[src/rtl/oled_pkg.sv]
// Shared types and SSD1306 command constants for the OLED frame streamer.
package oled_pkg;

    typedef enum logic [2:0] {
        ST_IDLE,
        ST_CMD,
        ST_GAP_C,
        ST_FETCH,
        ST_WAIT,
        ST_PUSH,
        ST_GAP_D,
        ST_DONE
    } oled_stream_state_t;

    localparam logic [7:0] CMD_SET_COL_ADDR  = 8'h21;
    localparam logic [7:0] CMD_SET_PAGE_ADDR = 8'h22;
    localparam logic [7:0] CMD_DISPLAY_OFF   = 8'hAE;
    localparam logic [7:0] CMD_DISPLAY_ON    = 8'hAF;

    localparam int PREAMBLE_LEN = 6;

endpackage

[src/rtl/oled_frame_streamer.sv]
// Streams an SSD1306 addressing-window preamble followed by the whole
// framebuffer into the OLED SPI controller's byte buffer.
//
// state   | meaning
// IDLE    | waiting for start
// CMD     | offering preamble byte cmd_idx (dc=0), stalls on out_full
// GAP_C   | one idle cycle so the lagging out_full can catch up
// FETCH   | framebuffer read strobe for byte_idx
// WAIT    | RAM data arrives, captured into the byte register
// PUSH    | offering captured data byte (dc=1), stalls on out_full
// GAP_D   | one idle cycle, then next byte or DONE
// DONE    | one-cycle done pulse
module oled_frame_streamer
    import oled_pkg::*;
#(
    parameter  int PAGES  = 4,
    parameter  int COLS   = 128,
    localparam int NBYTES = PAGES * COLS,
    localparam int AW     = $clog2(NBYTES)
) (
    input  logic          clk,
    input  logic          reset,
    input  logic          start,
    output logic          busy,
    output logic          done,
    output logic          fb_rd_en,
    output logic [AW-1:0] fb_addr,
    input  logic [7:0]    fb_rd_data,
    output logic [7:0]    out_data,
    output logic          out_we,
    output logic          out_dc,
    input  logic          out_full
);

    oled_stream_state_t state_q, state_d;
    logic [2:0]         cmd_idx_q, cmd_idx_d;
    logic [AW-1:0]      byte_idx_q, byte_idx_d;
    logic [7:0]         out_data_q, out_data_d;

    function automatic logic [7:0] preamble_byte(input logic [2:0] idx);
        case (idx)
            3'd0:    return CMD_SET_COL_ADDR;
            3'd1:    return 8'h00;
            3'd2:    return 8'(COLS - 1);
            3'd3:    return CMD_SET_PAGE_ADDR;
            3'd4:    return 8'h00;
            3'd5:    return 8'(PAGES - 1);
            default: return 8'h00;
        endcase
    endfunction

    always_ff @(posedge clk) begin
        if (reset) begin
            state_q    <= ST_IDLE;
            cmd_idx_q  <= '0;
            byte_idx_q <= '0;
            out_data_q <= '0;
        end else begin
            state_q    <= state_d;
            cmd_idx_q  <= cmd_idx_d;
            byte_idx_q <= byte_idx_d;
            out_data_q <= out_data_d;
        end
    end

    // out_data_q doubles as the byte register: it is loaded one cycle ahead
    // of every CMD/PUSH so the byte is stable for the whole offer window.
    always_comb begin
        state_d    = state_q;
        cmd_idx_d  = cmd_idx_q;
        byte_idx_d = byte_idx_q;
        out_data_d = out_data_q;
        out_we     = 1'b0;
        fb_rd_en   = 1'b0;
        done       = 1'b0;
        case (state_q)
            ST_IDLE: begin
                if (start) begin
                    state_d    = ST_CMD;
                    cmd_idx_d  = '0;
                    byte_idx_d = '0;
                    out_data_d = preamble_byte(3'd0);
                end
            end
            ST_CMD: begin
                if (!out_full) begin
                    out_we    = 1'b1;
                    cmd_idx_d = cmd_idx_q + 3'd1;
                    state_d   = ST_GAP_C;
                end
            end
            ST_GAP_C: begin
                if (cmd_idx_q < 3'(PREAMBLE_LEN)) begin
                    state_d    = ST_CMD;
                    out_data_d = preamble_byte(cmd_idx_q);
                end else begin
                    state_d = ST_FETCH;
                end
            end
            ST_FETCH: begin
                fb_rd_en = 1'b1;
                state_d  = ST_WAIT;
            end
            ST_WAIT: begin
                out_data_d = fb_rd_data;
                state_d    = ST_PUSH;
            end
            ST_PUSH: begin
                if (!out_full) begin
                    out_we  = 1'b1;
                    state_d = ST_GAP_D;
                end
            end
            ST_GAP_D: begin
                if (byte_idx_q == AW'(NBYTES - 1)) begin
                    state_d = ST_DONE;
                end else begin
                    byte_idx_d = byte_idx_q + AW'(1);
                    state_d    = ST_FETCH;
                end
            end
            ST_DONE: begin
                done    = 1'b1;
                state_d = ST_IDLE;
            end
            default: state_d = ST_IDLE;
        endcase
    end

    assign busy     = (state_q != ST_IDLE) && (state_q != ST_DONE);
    assign out_dc   = (state_q == ST_PUSH);
    assign out_data = out_data_q;
    assign fb_addr  = byte_idx_q;

endmodule
[config.mk]
export PLATFORM = sky130hd
export DESIGN_NAME = oled_frame_streamer
export DESIGN_NICKNAME = d
export VERILOG_FILES = /design/src/rtl/oled_pkg.sv /design/src/rtl/oled_frame_streamer.sv
export SDC_FILE = /design/constraint.sdc
export NUM_CORES = 1
export LEC_CHECK = 0
export ABC_AREA = 1
export CORE_UTILIZATION = 43
export CTS_CLUSTER_SIZE = 30
export DETAILED_ROUTE_END_ITERATION = 10
export PLACE_DENSITY = 0.69
export SLEW_MARGIN = 15
export SYNTH_ARGS = -nofsm -noshare
export SYNTH_HDL_FRONTEND = slang
export SYNTH_SLANG_ARGS = --single-unit
[constraint.sdc]
create_clock -name clk -period 2.9 [get_ports clk]
set_clock_uncertainty 0.2 [all_clocks]
set_input_delay 0.58 -clock clk [delete_from_list [all_inputs] [get_ports clk]]
set_output_delay 0.58 -clock clk [all_outputs]
set_load 0.05 [all_outputs]
==> metrics.md, run 1 <==
| Metric | Value |
|---|---|
| Run status | `finished, violations left` |
| Failing checks | `DRC` |
| Die ar. | `around 0.0032 mm2` |
| Vias per cell | `4.85` |
| Logic pwr share | `a little over a quarter` |
| RD Place Congestion | `between 0.8 and 0.9` |
| P_leak | `between 0.7 and 0.8 nW` |
| HP Class | `reg2reg` |
| 1st-iter DRT viols | `67` |
| Largest net degree at the start of global routing | `14` |
| Via count | `between 1000 and 1500` |
| Die X | `57.0 um` |
| Initial antenna violation count | `0` |
| Slew Limit Fails | `0` |
| Slew headroom | `approximately two thirds` |
| Pwr Density | `~410 mW/mm2` |
| Max FO, Critical Path | `7` |
| Post-route DRC | `9` |
| Placed instance count | `approximately 260` |
| # setup viols final | `0` |
| Critical path capture point type | `output pin` |
| Chip height | `between 50 and 60 um` |
| Net Sw Frac | `34.8%` |
| Syn Nets | `213` |
| Cells after Synth | `a little under 200` |
| Avg Inst Size Synth | `6.67 um2` |
| Area post-placement | `0.00163 mm2` |
| Wire per inst | `11.2 um` |
| Clock share of power | `22.6%` |
| Worst Setup Start Kind | `flip-flop` |
| Nets@finish | `about 250` |
| Post-Synth Adder-Cell Area | `roughly 5.8%` |
| Synth-to-Final Area Change | `27.4%` |
| Final Hold Viols | `0` |
| H-tree depth reported by CTS | `1` |
| Filler Cell Count | `268` |
| Tcrit/Tclk final | `between 90% and 100%` |
| Maxcap violations | `0` |
| Mapped Area | `approximately 0.0013 mm2` |
| Site row count | `19` |
| Unique masters post-synth | `23` |
| TritonCTS clock tree | `built` |
| CTS buffer count | `3` |
| Compound-Gate Fraction of Synth Area | `about 11%` |
| Final Non-Filler Cells | `259` |
| Yosys Warn Count | `0` |
| Clock Latency Late Sink | `around 0.31 ns` |
| Port buffer count | `33` |
| Crit path time final | `between 2 and 3 ns` |
| Final Instance Area | `around 0.0017 mm2` |
| Total negative setup slack | `0 ns` |
| Post-DP HPWL | `around 2.2 mm` |
| CP Data Required Time | `2.12 ns` |
| Clock-pin slew on the worst setup and hold paths | `roughly 0.13 ns` |
| Initial core utilization | `a little under half` |
| # clock sinks | `23` |
| RSZ-0062 raised after global routing | `no` |
| Post_cts resized | `0` |
| Core region area | `0.00281 mm2` |
| Gr usage total | `18.9%` |
| Worst path arrival time | `about 2 ns` |
| Pwr Total | `just under 0.0007 W` |
| Pre-CTS setup slack | `0.492 ns` |
| Hold_buf cts | `0` |
| P_sw | `0.000238 W` |
| Largest family of logic cells by synthesized area | `simple AND/OR/NAND/NOR gates` |
| Post-CTS Setup Inserts | `0` |
| Detailed-router iteration count before antenna repair | `7` |
| Synth Register Bits | `23` |
| Clock Path Buffers | `2` |
| Post-synthesis sequential area ratio | `between 30% and 40%` |
| Antenna diodes | `0` |
| Routed Wire Length | `just under 3 mm` |
| Sequential share of power | `between 50% and 60%` |
| Crit Path Class | `reg2out` |
| Xor and xnor area share after synthesis | `0%` |
| First-pass GRT wire length | `between 4 and 5 mm` |
| Share of cells above drive strength 1 | `just under 9%` |
| Top-Level Pins | `34` |
| Multiplexer share of the synthesized area | `0%` |
| Worst vdd ir | `0.000210 V` |
| Congestion Overflow GR | `0` |
| Worst-Margin Slew | `0.501 ns` |
| Int Power | `0.000446 W` |
| Fin worst setup slack | `~0.11 ns` |
| Synth Area in Simple Gates | `37.2%` |
| Vias in the first global route | `between 1000 and 1500` |
| Routed Antenna Nets | `0` |
| Fmax | `around 0.36 GHz` |
| CTS root buffer | `clkbuf_4` |
-- final timing paths --
| kind | from | to | slack [ns] | depth (start not counted) |
|---|---|---|---|---|
| max | state_q[0] | out_dc | 0.11 | 5 |
| min | out_data[7] | out_data[7] | 0.28 | 2 |
| max reg2reg | fb_addr[0] | fb_addr[7] | 0.78 | 9 |
| min reg2reg | out_data[7] | out_data[7] | 0.28 | 2 |
-- flip-flops by register name (all words and copies together) (netlist names) --
signal / cells
state_q: 3
cmd_idx_q: 3
fb_addr: 9
out_data: 8
-- cell type report --
cell class | instances | area, um2 | area share [%]
Multi-Input combinational cell | 143 | 704 | 42.5
Sequential cell | 23 | 460 | 27.8
Timing Repair Buffer | 34 | 335 | 20.2
Inverter | 24 | 90.1 | 5.44
Tap cell | 31 | 38.8 | 2.34
Clock buffer | 3 | 22.5 | 1.36
Clock inverter | 1 | 5.00 | 0.302
-- power by group through the flow --
stage                     clock, W  sequential (W)  combinational [W]
after global placement           0        0.000354           0.000177
after detailed placement         0        0.000356           0.000181
after CTS                 0.000156        0.000349           0.000181
after global routing      0.000172        0.000351           0.000201
final                     0.000155        0.000349           0.000181
after floorplan                  0        0.000376           0.000112
-- per-stage QoR --
step	utilization [%]	hold slack, ns
3_5_place_dp	58.1	0.256
4_1_cts	59.1	0.276
3_3_place_gp	58.1	0.251
5_1_grt	59.1	0.303
2_1_floorplan	-	0.299
6_report	59.1	0.276
-- critical path, stage by stage, from the launching register on --
cell             delay (ns)
dfxtp_1                0.48
inv_2                  0.12
nor2_1                 0.13
inv_1                  0.08
nor2_1                 0.09
clkdlybuf4s50_1        0.80
-- layer usage --
layer | wire length (um) | vias to the layer above | global-route usage [%]
met4 | 19 | 0 | 4.88
met2 | 1220 | 34 | 31.4
li1 | - | 682 | -
met3 | 165 | 2 | 2.27
met1 | 1480 | 539 | 26.1
met5 | 0 | - | 0
-- cell usage after synthesis (all sizes together) --
cell type	count	area, um2
a31oi	1	6.26
buf	4	41.3
inv	24	90.1
a21oi	18	90.1
o21bai	1	7.51
ha	6	75.1
nand3	16	95.1
nor3	2	10.0
dfxtp	23	460
clkbuf	1	3.75
o211ai	1	7.51
nand2	55	214
nor2	34	140
o21ai	6	33.8
nand4	3	25.0
-- kinds of logic (layout without fill, tap and decap cells) --
group           Yosys count  in the layout
fa+ha+maj                 6              6
simple gates            110            110
compound gates           27             27
buf+inv                  29             62
flops                    23             23
-- layout by cell type, fill, tap and decap left out, types with 2 or more instances in the layout --
cell type / instances
a21oi_1: 18
buf_4: 2
clkbuf_4: 3
clkdlybuf4s50_1: 32
dfxtp_1: 23
ha_1: 6
inv_1: 21
inv_2: 3
nand2_1: 52
nand2_2: 3
nand3_1: 13
nand3_2: 3
nand4_1: 2
nor2_1: 31
nor2_2: 2
nor3_1: 2
o21ai_0: 5
Power figures use the tool's default switching activity.
==> run 2: changes to the inputs <==
CORE_MARGIN = 4   (was not set)
==> metrics.md, run 2 (synthesized netlist as in run 1, its figures left out) <==
| Metric | Value |
|---|---|
| Worst path arrival time | `1.98 ns` |
| Hold Slack | `0.288 ns` |
| CP peak stage delay | `between 0.8 and 0.9 ns` |
| P_leak | `0.728 nW` |
| Maxcap violations | `0` |
| Busiest grt layer | `met2` |
| Most frequent cells in the layout | `nand2_1 (52), nor2_1 (31), clkdlybuf4s50_1 (31), dfxtp_1 (23), inv_1 (21)` |
| First-pass GRT wire length | `5.42 mm` |
| Clock Latency Late Sink | `approximately 0.31 ns` |
| Crit Path Class | `reg2out` |
| Site row count | `19` |
| CP Data Required Time | `2.12 ns` |
| Run status | `completed` |
| Critical path capture point type | `output pin` |
| Post_cts resized | `0` |
| Pwr Total | `around 0.0007 W` |
| H-tree depth reported by CTS | `1` |
| Total negative setup slack | `0 ns` |
| RD Place Congestion | `between 0.9 and 1` |
| Post-DP HPWL | `between 2 and 2.5 mm` |
| Post-route DRC | `0` |
| Final Instance Area | `around 0.0017 mm2` |
| Crit-path slowest cell | `clkdlybuf4s50_1` |
| Met3 Use GR | `between 3 and 4%` |
| Commonest non-fill, non-tap cell in the layout | `nand2_1` |
| Worst vdd ir | `between 0.0002 and 0.0003 V` |
| HP Class | `reg2reg` |
| Vias in the first global route | `approximately 1300` |
| Die ar. | `slightly below 0.004 mm2` |
| Slew Limit Fails | `0` |
| Port buffer count | `33` |
| Core region area | `~0.0028 mm2` |
| Vias per cell | `between 5 and 6` |
| Slew headroom | `between 60 and 70%` |
| Gr usage total | `around 16%` |
| TritonCTS clock tree | `built` |
| Initial core utilization | `approximately 46%` |
| Worst-Margin Slew | `0.505 ns` |
| Grt met2 use | `between 20% and 30%` |
| Largest net degree at the start of global routing | `14` |
| Congestion Overflow GR | `0` |
| Tcrit/Tclk final | `roughly 95%` |
| Detailed-router iteration count before antenna repair | `4` |
| 1st-iter DRT viols | `62` |
| Global routing usage on met1 | `19.8%` |
| Worst Setup Start Kind | `flip-flop` |
| Clock Path Buffers | `2` |
| Wire per inst | `12.1 um` |
| Pwr Density | `~410 mW/mm2` |
| Pre-CTS setup slack | `around 0.45 ns` |
| Top-Level Pins | `34` |
| Hold_buf cts | `0` |
| Largest register FFs | `9` |
| Routed Wire Length | `around 3.1 mm` |
| Chip height | `around 63 um` |
| Nets@finish | `247` |
| Routed Antenna Nets | `0` |
| CTS buffer count | `3` |
| CP cell instances | `nand2_1, nor2_1, clkdlybuf4s50_1` |
| Area post-placement | `between 0.0015 and 0.002 mm2` |
| CTS root buffer | `clkbuf_4` |
| # setup viols final | `0` |
| Antenna diodes | `0` |
| Final Hold Viols | `0` |
| Crit path time final | `roughly 2.8 ns` |
| Die X | `~63 um` |
| Max FO, Critical Path | `8` |
| Initial antenna violation count | `0` |
| Synth-to-Final Area Change | `27.6%` |
| Post-CTS Setup Inserts | `0` |
| Share of cells above drive strength 1 | `around 8.8%` |
| # clock sinks | `23` |
| Fmax | `between 0.3 and 0.4 GHz` |
| RSZ-0062 raised after global routing | `no` |
| Filler Cell Count | `just under 300` |
| Via count | `~1300` |
| Clock-pin slew on the worst setup and hold paths | `~0.13 ns` |
| Fin worst setup slack | `around 0.14 ns` |
[run 2: changes by cell type in the layout (fill, tap and decap cells not counted)]
cell and change:
dlymetal6s2s_1 +1, clkdlybuf4s50_1 -1
[run 2: worst max-delay path: cells and delay by family, from the launching register on]
kind          cells  cell delay, ns
simple gates      2            0.30
buf+inv           1            0.83
flops             1            0.54
[run 2: cell type report]
class	count	area [um2]	share of cell area, %
clock inverter	1	5.00	0.302
inverter	24	90.1	5.43
sequential	23	460	27.8
tap	31	38.8	2.34
multi-input combinational	143	704	42.5
clock buffer	3	22.5	1.36
timing repair buffer	34	338	20.4
[run 2: routing by layer]
metal  up-vias  wire [um]
met5         -          0
met4         0         34
li1        686          -
met1       591       1430
met2        44       1500
met3         4        182
[run 2: per-stage QoR]
stage               utilization, %  instances
floorplan                        -        195
global placement              57.6        255
detailed placement            57.6        255
CTS                           58.6        259
global route                  58.6        259
finish                        58.6        259
[run 2: worst paths after layout]
| kind | to | slack, ns | cells after the start | start |
|---|---|---|---|---|
| min | out_data[7] | 0.29 | 2 | out_data[7] |
| min reg2reg | out_data[7] | 0.29 | 2 | out_data[7] |
| max reg2reg | fb_addr[2] | 0.81 | 10 | fb_addr[0] |
| max | fb_rd_en | 0.14 | 3 | state_q[1] |
[run 2: power breakdown]
part | internal, W | switching (W) | total, W
sequential | 0.000331 | 0.0000180 | 0.000349
clock | 0.0000516 | 0.0000972 | 0.000149
combinational | 0.0000642 | 0.000118 | 0.000182
